<file path="config.mk">
export PLATFORM = sky130hd
export DESIGN_NAME = hsem_biu
export DESIGN_NICKNAME = d
export VERILOG_FILES = /design/src/rtl/hsem_pkg.sv /design/src/rtl/hsem_addr_chk.sv /design/src/rtl/hsem_biu.sv
export SDC_FILE = /design/constraint.sdc
export NUM_CORES = 1
export LEC_CHECK = 0
export ABC_AREA = 1
export BUFFER_PORTS_ARGS = -buffer_cell sky130_fd_sc_hd__buf_2
export CAP_MARGIN = 20
export CELL_PAD_IN_SITES_DETAIL_PLACEMENT = 1
export CELL_PAD_IN_SITES_GLOBAL_PLACEMENT = 1
export CORE_MARGIN = 2
export CORE_UTILIZATION = 17
export DETAILED_ROUTE_END_ITERATION = 7
export HOLD_SLACK_MARGIN = 0.08
export PLACE_DENSITY = 0.9
export REMOVE_ABC_BUFFERS = 1
export SYNTH_ARGS = -nofsm -noshare
export SYNTH_HDL_FRONTEND = slang
export SYNTH_SLANG_ARGS = --single-unit
</file>
<file path="constraint.sdc">
create_clock -name hclk -period 1.4 [get_ports hclk]
set_clock_uncertainty 0.15 [all_clocks]
set_input_delay 0.21 -clock hclk [delete_from_list [all_inputs] [get_ports hclk]]
set_output_delay 0.21 -clock hclk [all_outputs]
set_load 0.1 [all_outputs]
</file>
<file path="src/rtl/hsem_pkg.sv">
// Shared constants, AHB encodings and FSM state type for the HSEM bus interface.
package hsem_pkg;

    localparam int HSEM_DATA_WIDTH = 32;
    localparam int HSEM_ADDR_WIDTH = 8;

    // Register offsets of the semaphore block
    localparam logic [7:0] HSEM_OFS_00 = 8'h00;
    localparam logic [7:0] HSEM_OFS_04 = 8'h04;
    localparam logic [7:0] HSEM_OFS_08 = 8'h08;
    localparam logic [7:0] HSEM_OFS_0C = 8'h0C;
    localparam logic [7:0] HSEM_OFS_10 = 8'h10;
    localparam logic [7:0] HSEM_OFS_14 = 8'h14;
    localparam logic [7:0] HSEM_OFS_18 = 8'h18;
    localparam logic [7:0] HSEM_OFS_1C = 8'h1C;
    localparam logic [7:0] HSEM_OFS_20 = 8'h20;
    localparam logic [7:0] HSEM_OFS_24 = 8'h24;
    localparam logic [7:0] HSEM_OFS_28 = 8'h28;
    localparam logic [7:0] HSEM_OFS_2C = 8'h2C;
    localparam logic [7:0] HSEM_OFS_30 = 8'h30;
    localparam logic [7:0] HSEM_OFS_34 = 8'h34;

    localparam logic [7:0] HSEM_MAX_OFFSET = HSEM_OFS_34;

    localparam logic [1:0] HTRANS_IDLE   = 2'b00;
    localparam logic [1:0] HTRANS_BUSY   = 2'b01;
    localparam logic [1:0] HTRANS_NONSEQ = 2'b10;
    localparam logic [1:0] HTRANS_SEQ    = 2'b11;

    localparam logic [2:0] HSIZE_BYTE = 3'b000;
    localparam logic [2:0] HSIZE_HALF = 3'b001;
    localparam logic [2:0] HSIZE_WORD = 3'b010;

    typedef enum logic [1:0] {
        ST_IDLE = 2'd0,
        ST_DATA = 2'd1,
        ST_ERR1 = 2'd2,
        ST_ERR2 = 2'd3
    } hsem_state_e;

    // True for the transfer types that carry a real access
    function automatic logic htrans_active(input logic [1:0] trans);
        return (trans == HTRANS_NONSEQ) || (trans == HTRANS_SEQ);
    endfunction

endpackage

</file>
<file path="src/rtl/hsem_addr_chk.sv">
// Address-phase legality check: word size, word alignment and offset range.
module hsem_addr_chk
    import hsem_pkg::*;
#(
    parameter int                            AHB_SEM_ADDR_WIDTH = HSEM_ADDR_WIDTH,
    parameter logic [AHB_SEM_ADDR_WIDTH-1:0] MAX_OFFSET         = HSEM_MAX_OFFSET
) (
    input  logic [31:0] haddr,
    input  logic [2:0]  hsize,
    output logic        illegal
);

    // Any one violation makes the transfer illegal
    always_comb begin
        illegal = (hsize != HSIZE_WORD)
               || (haddr[1:0] != 2'b00)
               || (haddr[AHB_SEM_ADDR_WIDTH-1:0] > MAX_OFFSET)
               || (haddr[31:AHB_SEM_ADDR_WIDTH] != '0);
    end

endmodule

</file>
<file path="src/rtl/hsem_biu.sv">
// AHB-Lite slave bus interface for the HSEM register file: zero-wait legal
// accesses, two-cycle ERROR response for illegal ones.
module hsem_biu
    import hsem_pkg::*;
#(
    parameter int                            AHB_DATA_WIDTH     = HSEM_DATA_WIDTH,
    parameter int                            AHB_SEM_ADDR_WIDTH = HSEM_ADDR_WIDTH,
    parameter logic [AHB_SEM_ADDR_WIDTH-1:0] MAX_OFFSET         = HSEM_MAX_OFFSET
) (
    input  logic                          hclk,
    input  logic                          hresetn,
    // AHB-Lite request
    input  logic                          hsel,
    input  logic [31:0]                   haddr,
    input  logic [1:0]                    htrans,
    input  logic                          hwrite,
    input  logic [2:0]                    hsize,
    input  logic [AHB_DATA_WIDTH-1:0]     hwdata,
    input  logic                          hready,
    input  logic [3:0]                    hmaster,
    // AHB-Lite response
    output logic                          hreadyout,
    output logic                          hresp,
    output logic [AHB_DATA_WIDTH-1:0]     hrdata,
    // Register file side
    output logic                          wr_en,
    output logic                          rd_en,
    output logic [AHB_SEM_ADDR_WIDTH-1:0] reg_addr,
    output logic [AHB_DATA_WIDTH-1:0]     ihwdata,
    output logic [3:0]                    master_id,
    input  logic [AHB_DATA_WIDTH-1:0]     ihrdata
);

    hsem_state_e                   state_q, state_d;
    logic                          hreadyout_q;
    logic                          hresp_q;
    logic [AHB_SEM_ADDR_WIDTH-1:0] addr_q;
    logic                          write_q;
    logic [3:0]                    master_q;
    logic                          illegal;
    logic                          accept;

    hsem_addr_chk #(
        .AHB_SEM_ADDR_WIDTH (AHB_SEM_ADDR_WIDTH),
        .MAX_OFFSET         (MAX_OFFSET)
    ) u_addr_chk (
        .haddr   (haddr),
        .hsize   (hsize),
        .illegal (illegal)
    );

    // Address phase is taken only when selected, ready and a real transfer; never in ERR1
    always_comb begin
        accept = hsel && hready && htrans_active(htrans) && (state_q != ST_ERR1);
    end

    // Next state: ERR1 always completes into ERR2, every other state follows the accept rules
    always_comb begin
        state_d = ST_IDLE;
        if (state_q == ST_ERR1) begin
            state_d = ST_ERR2;
        end else if (accept) begin
            state_d = illegal ? ST_ERR1 : ST_DATA;
        end
    end

    // State, registered response outputs and captured address-phase controls
    always_ff @(posedge hclk or negedge hresetn) begin
        if (!hresetn) begin
            state_q     <= ST_IDLE;
            hreadyout_q <= 1'b1;
            hresp_q     <= 1'b0;
            addr_q      <= '0;
            write_q     <= 1'b0;
            master_q    <= '0;
        end else begin
            state_q     <= state_d;
            hreadyout_q <= (state_d != ST_ERR1);
            hresp_q     <= (state_d == ST_ERR1) || (state_d == ST_ERR2);
            if (accept) begin
                addr_q   <= haddr[AHB_SEM_ADDR_WIDTH-1:0];
                write_q  <= hwrite;
                master_q <= hmaster;
            end
        end
    end

    // Data-phase strobes and data muxing; DATA is only ever entered for legal transfers
    always_comb begin
        wr_en     = (state_q == ST_DATA) && write_q;
        rd_en     = (state_q == ST_DATA) && !write_q;
        ihwdata   = wr_en ? hwdata : '0;
        hrdata    = rd_en ? ihrdata : '0;
        hreadyout = hreadyout_q;
        hresp     = hresp_q;
        reg_addr  = addr_q;
        master_id = master_q;
    end

endmodule

</file>
* After elaboration in Yosys (flattened, before gate mapping) *
Index checks and enable logic that the tools add are counted.

word-level totals
  register bits after elaboration = 17
  bits in latches = 0
  memory bits (writable) = 0
  ROM bits = 0
  input bits = 110
  output and inout port bits = 80
  logic and storage cells = 34
  memories kept = 0

cells by class
  add/subtract/negate cells = 0
  $mul = 0
  div/mod/pow operators = 0
  order comparisons = 1
  equal/unequal tests = 9
  shift operators = 0
  multiplexer cells = 5
  bitwise operators = 0
  reductions and logical operators = 13

operators by type and width
  cell                  number
  $mux W32              2
  $reduce_bool A24 Y1   1
  $eq A2 B2 Y1 const B  5
  $gt A8 B6 Y1 const B  1
  $mux W2               3
  $logic_and A1 B1 Y1   5
  $logic_or A1 B1 Y1    5
  $ne A2 B2 Y1 const B  2
  $ne A3 B2 Y1 const B  1
  $eq A2 B1 Y1 const B  1
  $reduce_bool A2 Y1    1
  $logic_not A1 Y1      1

* Depth between registers and ports, before layout *
  depth in word-level cells = 9
  gate-level depth with buffers = 8
  mapped depth without buffers = 8

* By module *
Synthesis repeated with hierarchy kept, for this count alone.

unflattened totals
  cells, all modules = 240
  area, all modules = 1341.3 um^2

by module, submodules not included
  module         instances  cells an instance  area an instance (um^2)  seq. area each (um^2)
  hsem_biu       1          210                1222.4                   426.7
  hsem_addr_chk  1          30                 118.9                    0.0

* Worst setup path before layout *
Ideal clock, no wire load.

  path type = register to output
  start = register state_q[1]
  end = output port hrdata[3]
  data arrival time = 2862 ps
  data required time = 1040 ps
  slack = -1822 ps
  cell stages (with the launch flop) = 5
  path buffers = 1
  path through = dfrtp_1 -> nor3_4 -> inv_2 -> buf_6 -> nor2_1

on the way
  longest elaborated chain between the ends = 3

ends and longest elaborated chain
  what                    line            RTL
  start, declared         hsem_biu.sv:34  hsem_state_e state_q, state_d;
  start signal, assigned  hsem_biu.sv:77  state_q <= state_d;
  $eq A2 B1 Y1            hsem_biu.sv:91  rd_en = (state_q == ST_DATA) && !write_q;
  $logic_and A1 B1 Y1     hsem_biu.sv:91
  via rd_en               hsem_biu.sv:27  output logic rd_en,
  $mux W32                hsem_biu.sv:93  hrdata = rd_en ? ihrdata : '0;
  end, declared           hsem_biu.sv:24  output logic [AHB_DATA_WIDTH-1:0] hrdata,

The timed path passes the listed nets, and every way through them passes these cells.

* Worst setup path in the final report *
  start = register state_q[1]
  end = output port hrdata[25]

on the way
  longest elaborated chain between the ends = 3

ends and longest elaborated chain
  what                 line
  $eq A2 B1 Y1         hsem_biu.sv:91
  $logic_and A1 B1 Y1  hsem_biu.sv:91
  $mux W32             hsem_biu.sv:93

No other way between the ends.

==> results_dict.tcl <==
set metrics [dict create \
    status "complete, but fails checks" \
    violations "negative setup slack" \
    fin_cells 550 \
    gp_congestion 0.7603 \
    holdCritPathClass "input port to register" \
    syn_inst 240 \
    tritoncts "yes" \
    grt.total_usage_pct 18.29 \
    ir_drop_mv 1.768 \
    finalPower_uw 8289 \
    wl_per_cell_um 15.81 \
    cp_max_fo 8 \
    drt_iter0_drc 40 \
    r2r-start "state_q[1]" \
    grt_pass1_vias 2434 \
    p_per_area_mw_per_mm2 1943 \
    setup_viol 66 \
    path_clk_slew_ns 0.07 \
    ys_ff_latch 17 \
    yosys_warnings 0 \
    grt_max_degree 34 \
    die_h_um 93.41 \
    post-route-util_pct 55.20 \
    ios 190 \
    max_cap_violations 0 \
    grt.busiest_layer "met2" \
    portBuffers 188 \
    vias 2193 \
    rsz0062_at_grt "yes" \
    min_period_over_period_pct 135.4 \
    antenna_found_initial 1 \
    reg2reg_slack_ns 0.09 \
    cp-startpoint "state_q[1]" \
    required_ns 1.04 \
    clockBufferDepth 2 \
    synth_area_mm2 0.001359 \
    insertion_delay_ns 0.25 \
    use_met2_pct 39.63 \
    slew_viol_final 0 \
    rows 32 \
    cts_max_level 1 \
    endpoint_kind "output port" \
    avgSynthCellArea_um2 5.662 \
    setup.worst_path.start_class "register" \
    min-delay-start "haddr[3]" \
    grt_overflow_total 0 \
    power.leakage_uw 0.002161 \
    core_area_mm2 0.007727 \
    grt_pass1_wl_mm 12.45 \
    met1_usage_pct 16.74 \
    placed_cells 528 \
    crit_type "register to output port" \
    root_buffer "clkbuf_8" \
    worstMarginPinSlew_ns 0.3905 \
    setup_tns_ns -28.92 \
    initial_core_util_pct 17.58 \
    use_met3_pct 4.190 \
    cts_buffers 3 \
    fin_crit_ns 1.895 \
    max_freq_ghz 0.5277 \
    die-area_mm2 0.008724 \
    die_x_um 93.41 \
    ys_types 17 \
    drc_errors 0 \
    antenna_left 0 \
    wl_mm 8.696 \
    place.detailed.hpwl_mm 6.571 \
    cp_data_arrival_time_ns 1.54 \
    dp_slack_ns -0.2853 \
    layout.nets 557 \
    hold_viol_final 0 \
    ys_seq_area_share_pct 31.40 \
    drive_gt1_share_pct 62.11 \
    finalWorstSetupSlack_ns -0.4950 \
    nFillCells 864 \
    first_pass_iters 4 \
    syn_to_final_growth_pct 213.9 \
    clock_sinks 17 \
    slew_headroom_pct 73.96 \
    via_per_inst 3.987 \
]
==> metal layers <==
metal  vias up  wire length (um)
met5         -                 0
met4         0               116
met3         9               738
met2       115              5166
met1      1006              2674
li1       1063                 -
==> cell type report <==
class / count / area, um^2 / share of cell area [%]
clock inverters: 1 / 5.005 / 0.1173
repair buffers: 210 / 2429 / 56.94
diodes: 2 / 5.005 / 0.1173
well taps: 102 / 127.6 / 2.992
flip-flops and latches: 17 / 429.2 / 10.06
clock buffers: 3 / 41.29 / 0.9680
inverters: 73 / 279.0 / 6.542
multi-input cells: 142 / 949.7 / 22.26
==> placed cells by master, fill, tap and decap left out, types with 4 or more instances in the layout <==
master,synthesis,final
nor2_2,4,21
dfrtp_1,16,14
inv_1,69,68
nand3_1,4,4
nand2_1,48,48
nor2_1,79,19
nor2_4,2,45
buf_2,3,108
buf_12,0,81
dlygate4sd3_1,0,13
==> worst max-delay path, stage by stage (launching register included) <==
cell	delay, ns
dfrtp_1	0.42
nor3_4	0.25
inv_4	0.10
clkbuf_16	0.20
nor2_4	0.13
buf_12	0.18
==> synth_stat cells, drive strengths merged <==
cell    n  share of area (%)
o21ai   1               0.37
nand3   4                1.5
inv    73                 20
nor2   85                 25
nand2  49                 14
nand4   1               0.46
buf     8                5.2
dfstp   1                1.9
nor3    1                1.2
dfrtp  16                 29
or2     1               0.46
==> sequential cells by signal, summed over array words and instances, names as in the netlist <==
name,flops
master_id,4
hreadyout,1
reg_addr,8
write_q,1
state_q,2
hresp,1
==> where the power goes <==
group | internal (uW) | switching (uW) | leakage, uW
clock | 198 | 176 | 0.0000255
combinational | 2340 | 4630 | 0.00193
sequential | 701 | 236 | 0.000208
==> kinds of logic after synthesis <==
kind of cell           Yosys count  share of synthesized area (%)
DFF                             17                          31.40
AOI/OAI and AO/OA                1                         0.3680
buffers and inverters           81                          25.60
and+or+nand+nor                141                          42.63
==> what timing repair did <==
action / 4_1_cts / 5_1_grt
hold buffers: 13 / 0
setup buffers: 1 / 0
endpoints found under the setup margin: 66 / 73
pin swaps: 0 / 3
gates cloned: 0 / 3
gates resized for setup: 75 / 34
endpoints found under the hold margin: 29 / 0
==> worst paths after layout <==
check | endpoint | cells past startpoint
max | hrdata[25] | 5
min | reg_addr[3] | 3
max reg2reg | master_id[2] | 7
min reg2reg | reg_addr[2] | 2
max in group asynchronous | hreadyout | 2
min in group asynchronous | master_id[0] | 2
==> stage by stage <==
stage               cell area [um^2]  hold WS [ns]
finish                          4265        0.1031
global placement                3640      0.001648
detailed placement              3640      0.005375
CTS                             4041       0.09967
global route                    4260        0.1215
floorplan                       1287       -0.2356
No activity file was read; power rests on OpenSTA's default activity.
